==> config.mk <==
export PLATFORM = sky130hd
export DESIGN_NAME = pipelined_adder
export DESIGN_NICKNAME = d
export VERILOG_FILES = /design/src/rtl/pipelined_adder.sv
export SDC_FILE = /design/constraint.sdc
export NUM_CORES = 1
export LEC_CHECK = 0
export CAP_MARGIN = 30
export CORE_ASPECT_RATIO = 0.5
export CORE_MARGIN = 4
export CORE_UTILIZATION = 40
export CTS_CLUSTER_DIAMETER = 80
export DETAILED_ROUTE_END_ITERATION = 12
export PLACE_DENSITY = 0.78
export SLEW_MARGIN = 10
export SYNTH_ARGS = -nofsm -noshare
export SYNTH_HDL_FRONTEND = slang
export SYNTH_SLANG_ARGS = --single-unit
==> constraint.sdc <==
create_clock -name clk -period 3.3 [get_ports clk]
set_clock_uncertainty 0.05 [all_clocks]
set_input_delay 0.495 -clock clk [delete_from_list [all_inputs] [get_ports clk]]
set_output_delay 0.495 -clock clk [all_outputs]
set_load 0.02 [all_outputs]
==> src/rtl/pipelined_adder.sv <==
// pipelined_adder: WIDTH-bit ripple-carry adder/subtractor split into SLICE-bit
// pipeline stages (STAGES = WIDTH/SLICE), one register stage per slice.
// The carry is handed from stage to stage. Upper operand slices travel ahead
// of the adder (input skew), and finished lower sum slices travel with it
// (output de-skew). Valid/ready handshake on both sides. The whole pipe holds
// while the output is valid and not accepted.
// Optional feature: define ADDER_OVERFLOW_EN to add the signed 'overflow' output.
module pipelined_adder #(
  parameter int WIDTH = 8,
  parameter int SLICE = 4
) (
  input  logic             clk,
  input  logic             rst_n,
  input  logic             in_valid,
  output logic             in_ready,
  input  logic [WIDTH-1:0] a,
  input  logic [WIDTH-1:0] b,
  input  logic             sub,
  output logic             out_valid,
  input  logic             out_ready,
  output logic [WIDTH-1:0] result,
  output logic             carry
`ifdef ADDER_OVERFLOW_EN
  ,
  output logic             overflow
`endif
);

  localparam int STAGES = WIDTH / SLICE;

  // Per-stage state: valid bit, carry out of the slice just added, the full
  // operands (b already conditioned for subtract) and the partial sum.
  logic [STAGES-1:0] valid_q, valid_d;
  logic [STAGES-1:0] carry_q, carry_d;
  logic [WIDTH-1:0]  a_q   [STAGES];
  logic [WIDTH-1:0]  a_d   [STAGES];
  logic [WIDTH-1:0]  b_q   [STAGES];
  logic [WIDTH-1:0]  b_d   [STAGES];
  logic [WIDTH-1:0]  sum_q [STAGES];
  logic [WIDTH-1:0]  sum_d [STAGES];

  // Working values for the stage currently being evaluated in the loop.
  logic              advance_s;
  logic              st_valid_s;
  logic              st_cin_s;
  logic [WIDTH-1:0]  st_a_s;
  logic [WIDTH-1:0]  st_b_s;
  logic [WIDTH-1:0]  st_sum_s;
  logic [SLICE:0]    slice_sum_s;

`ifdef ADDER_OVERFLOW_EN
  logic              ovf_q, ovf_d;
`endif

  // The pipe moves only when the output slot is empty or being drained.
  // in_ready depends only on registered state and out_ready, never on in_valid.
  always_comb begin
    advance_s = !valid_q[STAGES-1] || out_ready;
    in_ready  = advance_s;
  end

  // Next state for every stage: add slice k with the carry of the same
  // operation from the previous stage. Otherwise hold everything.
  always_comb begin
    valid_d     = valid_q;
    carry_d     = carry_q;
    a_d         = a_q;
    b_d         = b_q;
    sum_d       = sum_q;
    st_valid_s  = 1'b0;
    st_cin_s    = 1'b0;
    st_a_s      = {WIDTH{1'b0}};
    st_b_s      = {WIDTH{1'b0}};
    st_sum_s    = {WIDTH{1'b0}};
    slice_sum_s = {(SLICE+1){1'b0}};
`ifdef ADDER_OVERFLOW_EN
    ovf_d       = ovf_q;
`endif
    if (advance_s) begin
      for (int k = 0; k < STAGES; k++) begin
        if (k == 0) begin
          // Subtract is a + ~b + 1: invert b and use the carry-in of slice 0.
          st_valid_s = in_valid;
          st_a_s     = a;
          st_b_s     = sub ? ~b : b;
          st_sum_s   = {WIDTH{1'b0}};
          st_cin_s   = sub;
        end else begin
          st_valid_s = valid_q[k-1];
          st_a_s     = a_q[k-1];
          st_b_s     = b_q[k-1];
          st_sum_s   = sum_q[k-1];
          st_cin_s   = carry_q[k-1];
        end
        slice_sum_s = {1'b0, st_a_s[k*SLICE +: SLICE]}
                    + {1'b0, st_b_s[k*SLICE +: SLICE]}
                    + {{SLICE{1'b0}}, st_cin_s};
        st_sum_s[k*SLICE +: SLICE] = slice_sum_s[SLICE-1:0];
        valid_d[k] = st_valid_s;
        carry_d[k] = slice_sum_s[SLICE];
        a_d[k]     = st_a_s;
        b_d[k]     = st_b_s;
        sum_d[k]   = st_sum_s;
`ifdef ADDER_OVERFLOW_EN
        // Carry into the MSB is recovered as a^b^sum at that bit.
        if (k == STAGES-1) begin
          ovf_d = st_a_s[WIDTH-1] ^ st_b_s[WIDTH-1] ^ st_sum_s[WIDTH-1]
                ^ slice_sum_s[SLICE];
        end else begin
          ovf_d = ovf_d;
        end
`endif
      end
    end else begin
      valid_d = valid_q;
    end
  end

  // Stage registers. Reset discards every in-flight operation.
  always_ff @(posedge clk or negedge rst_n) begin
    if (!rst_n) begin
      valid_q <= {STAGES{1'b0}};
      carry_q <= {STAGES{1'b0}};
      a_q     <= '{default: {WIDTH{1'b0}}};
      b_q     <= '{default: {WIDTH{1'b0}}};
      sum_q   <= '{default: {WIDTH{1'b0}}};
    end else begin
      valid_q <= valid_d;
      carry_q <= carry_d;
      a_q     <= a_d;
      b_q     <= b_d;
      sum_q   <= sum_d;
    end
  end

`ifdef ADDER_OVERFLOW_EN
  // Signed overflow flag, registered alongside the last stage.
  always_ff @(posedge clk or negedge rst_n) begin
    if (!rst_n) begin
      ovf_q <= 1'b0;
    end else begin
      ovf_q <= ovf_d;
    end
  end

  assign overflow = ovf_q;
`endif

  // The last stage register is the output register.
  assign out_valid = valid_q[STAGES-1];
  assign result    = sum_q[STAGES-1];
  assign carry     = carry_q[STAGES-1];

endmodule

**Word-level counts from Yosys, hierarchy flattened**

Cells that the tools add are included.

- Add/sub/neg operators: 4
- Multiplexer cells: 7
- Bitwise gates (word level): 1
- Reductions and logical operators: 2

Operator list:

| operator | number |
|---|---|
| two-way mux 8 bit | 5 |
| adder 4 x 4 -> 5 bit | 2 |
| adder 5 x 1 -> 5 bit | 2 |
| NOT 8 bit | 1 |
| two-way mux 1 bit | 2 |
| zero test 1 bit | 1 |
| logical OR 1 bit | 1 |

- Register bits: 32
- Output and inout port bits: 11

**Logic depth before layout (Yosys ltp)**

- Word-level depth: 5
- Depth in mapped cells: 6
- Gate-level depth less buffers: 6

**Least setup slack after synthesis**

OpenSTA, ideal clock, no wires.

- Kind: in2reg
- From: input port sub
- To: register sum_q[11] (netlist bit)
- Data arrival time: 1.773 ns
- Path slack: 1.358 ns
- Stages on the path: 6
- Cell sequence: buf_6 -> xor2_1 -> ha_1 -> and2_1 -> a2111o_1 -> and3_1

- Word-level cells in the longest chain between the ends: 4
- Elaborated cells on any way between the ends: 5
- Classes of those cells: 2 x add/sub; 3 x mux

Ends and longest elaborated chain:

| element | RTL line | text |
|---|---|---|
| start: declaration | 18 | `input logic sub,` |
| two-way mux 8 bit | 85 | `st_b_s = sub ? ~b : b;` |
| two-way mux 8 bit | 79 | `if (advance_s) begin` |
| adder 4 x 4 -> 5 bit | 96 | `+ {1'b0, st_b_s[k*SLICE +: SLICE]}` |
| adder 5 x 1 -> 5 bit * | 97 | `+ {{SLICE{1'b0}}, st_cin_s};` |
| end signal: assignment | 132 | `sum_q <= sum_d;` |
| end: declaration | 39 | `logic [WIDTH-1:0] sum_q [STAGES];` |

Mark *: on every way between the ends. The rest lies on a longest branch, timed or not. The select of a mux whose other input is x is not followed.
A chain may end at the register's enable or synchronous reset.

**Worst setup path after layout**

Ends and elaborated chain as after synthesis.

==> summary.txt <==
Timing
  – Max Clk Rate: between 0.4 and 0.5 GHz
  – Worst relative slew slack: between 60% and 70%
  – RSZ-0062 raised after global routing: false
  – Worst-margin pin slew: 461 ps
  – Max-slew violation count: 0
  – Final hold vios: 0
  – Setup TNS: 0 ps
  – Crit share post-route: 72.5%
  – Final setup viols: 0
  – Final WS setup: around 900 ps
  – Final worst path period need: roughly 2400 ps

Synthesis
  – Cells after Synth: between 100 and 150
  – Biggest area consumer among synthesized cells: dfrtp_1
  – Post-synth top area share: roughly 46%
  – Post-synth EDFFs: 0
  – Post-synth ARST share: between 90% and 100%
  – Ranking of synthesized cells by area: dfrtp_1 (46%), nand2_1 (11%), ha_1 (5.8%)
  – Yosys reg bits: 24
  – Seq/Total Area, Yosys: a little under half
  – Adder-cell share of the synthesized area: about a tenth
  – Post-synth top cells: nand2_1 (37), dfrtp_1 (24), buf_4 (8), o21ai_0 (8)
  – Post-synthesis mux area share: under 10%
  – Most used DFF post-synth: dfrtp_1
  – Synthesis warning total: 0
  – Most common cell in the netlist: nand2_1
  – Synth Area in XOR/XNOR: about 6.8%
  – Largest family of logic cells by synthesized area: simple AND/OR/NAND/NOR gates
  – Post-Syn Area: between 1000 and 1500 µm²
  – Synthesized Nets: around 170
  – Mean Syn Cell Area: 9.53 µm²
  – Synth cell types: 29
  – Synth Area in Simple Gates: about 17%
  – Synth Area in Compound Gates: 8.59%

Finish
  – Reg area: about 600 µm²
  – Area of the multi-input gates: 581 µm²
  – Diode count: 0
  – Filler cells: approximately 290
  – Area Overhead vs Synth: 27.2%
  – Share of layout cells above drive strength 1: 5.63%
  – Final nets: around 190

Place
  – Post-Place Worst Slack: 626 ps
  – HPWL Detailed: between 1.5 and 2 mm
  – GPL Wtd Cong: about 0.84
  – Port buffer count: 31

Routing
  – TritonRoute pass-1 iters: 4
  – Iter 0 DRT Violations: 63
  – Residual DRC count: 0
  – Total Wirelength: about 2.4 mm
  – Drt wl/cell: 12.2 µm
  – DR vias/cell: about 4.7
  – Antenna viol nets, final: 0
  – Via count of the routed design: about 940

Power and ir drop
  – Peak VDD IR: 0.206 mV
  – Clk pwr share: 19.8%
  – P_int: 0.656 mW
  – Static Leak: around 0.76 nW
  – Switching Fraction: 32.6%
  – Comb power frac: 37.9%
  – PwrDens: 590 nW/µm²
  – Final Power: slightly below 1 mW
  – Switching pwr: 0.318 mW
  – Sequential share of power: between 40% and 50%

Clock network
  – PostCTS Resize Cnt: 0
  – H-tree Lvls: 1
  – Max Root-Sink Buffers: 2
  – Clock Sinks: 24
  – Skew-Pair Late Insertion Delay: roughly 260 ps
  – Clk slew on worst S/H paths: about 80 ps
  – Cts hold-fix bufs: 0
  – CTS buffer count: 3
  – Root buf cell: clkbuf_8
  – Setup Fix Bufs, Post-CTS: 0
  – CTS tree: built

Worst setup path
  – WP data arrival: approximately 2500 ps
  – Startpoint types: primary input
  – Delay-heaviest family, CP: buffers and inverters
  – Reg2reg start: carry_q[0]
  – Reg-to-reg endpoint: carry_q[1]
  – FF-to-FF setup slack: 1700 ps
  – R2R depth: 6
  – Critical path type: in2reg
  – Crit path buffers/inverters: 1
  – Crit end category: flip-flop
  – Required time worst endpoint: about 3400 ps
  – Worst path max stage delay: 720 ps
  – CP Cell Sequence: clkdlybuf4s50_1 > xor2_1 > ha_1 > and2_1 > a2111o_1 > and3_1
  – Worst Path Max Fanout: 8
  – CP max stage cell: clkdlybuf4s50_1

Min path
  – Hold Path End: valid_q[1]
  – Tightest Hold Check Type: reg2reg
  – Hold path startpoint: valid_q[0]
  – Hold Path Depth: 1

Die
  – I/O pin count: 32
  – Die Area: 4270 µm²
  – Chip Width: about 89 µm
  – Chip height: roughly 48 µm
  – Core Region: 3050 µm²
  – Row count: 14
  – Initial Utilization: between 40% and 50%

Outcome
  – Status: finished clean

Global routing
  – GRT overflow: 0
  – GRT Overall Usage: 12.3%
  – First-pass GRT wire length: around 4.0 mm
  – Number of global-route vias before repair: about 850
  – Initial antenna violation count: 0
  – Largest net degree at the start of global routing: 27

Flow run
  – Max-Cap Viols: 0
[power by group through the flow]
stage | registers, mW | clock network, mW | logic [mW]
finish | 0.412 | 0.193 | 0.369
floorplan | 0.414 | 0 | 0.261
global placement | 0.415 | 0 | 0.362
CTS | 0.413 | 0.196 | 0.373
detailed placement | 0.419 | 0 | 0.372
global route | 0.424 | 0.208 | 0.407
[kinds of logic (layout without fill, tap and decap cells)]
family                   after synthesis  after routing
adder cells (fa/ha/maj)                9              9
buffers and inverters                 20             44
flip-flops                            24             24
AND/OR/NAND/NOR                       52             52
multiplexers                           2              2
XOR/XNOR                              10             10
AO/OA/AOI/OAI                         19             19
[cells in the final DEF (no fill, tap or decap)]
master            n
nand2_1          37
clkdlybuf4s50_1  31
dfrtp_1          24
o21ai_0           8
a21oi_1           6
ha_1              6
inv_1             5
xor2_1            5
xnor2_1           5
nor2_1            5
clkbuf_8          4
nor2b_1           3
fa_1              3
a21o_1            2
buf_4             2
mux2_4            1
inv_2             1
nand2b_1          1
o2111ai_1         1
or4_1             1
mux2i_1           1
nand3_1           1
and2_1            1
a2111o_1          1
nand4_1           1
nor3b_1           1
a31oi_1           1
and3_1            1
buf_8             1
[per-stage QoR]
step	hold slack [ps]	util, %	instance area (µm²)	cells
final	406	54.1	1650	200
after global routing	433	54.1	1650	200
after CTS	412	54.1	1650	200
after detailed placement	398	52.3	1590	196
after global placement	389	51.8	1580	195
after floorplan	149	-	1300	136
[registers in the layout, summed over array words and instances, names as in the netlist]
name and count:
sum_q 4, b_q 4, a_q 4, carry_q 2, result 8, valid_q 2
[worst max-delay path by stage]
stage | from | end | slack [ps] | depth (start not counted)
3_3_place_gp | sub | sum_q[11] | 700 | 6
5_1_grt | sub | sum_q[11] | 840 | 6
6_report | sub | sum_q[11] | 910 | 6
4_1_cts | sub | sum_q[11] | 900 | 6
2_1_floorplan | sub | sum_q[11] | 1360 | 6
3_5_place_dp | sub | sum_q[11] | 630 | 6
[final cells by class]
type	instances	area share (%)
inverters	6	1.37
well taps	40	3.03
flip-flops and latches	24	36.4
repair buffers	34	20.6
multi-input cells	92	35.2
clock buffers	4	3.34
[layer usage]
layer  global-route usage, %  share of wire, %
met1                    18.5                49
met2                    18.7                45
met3                    2.70               6.2
met4                    1.81                 0
met5                       0                 0
No activity file was read; power rests on OpenSTA's default activity.
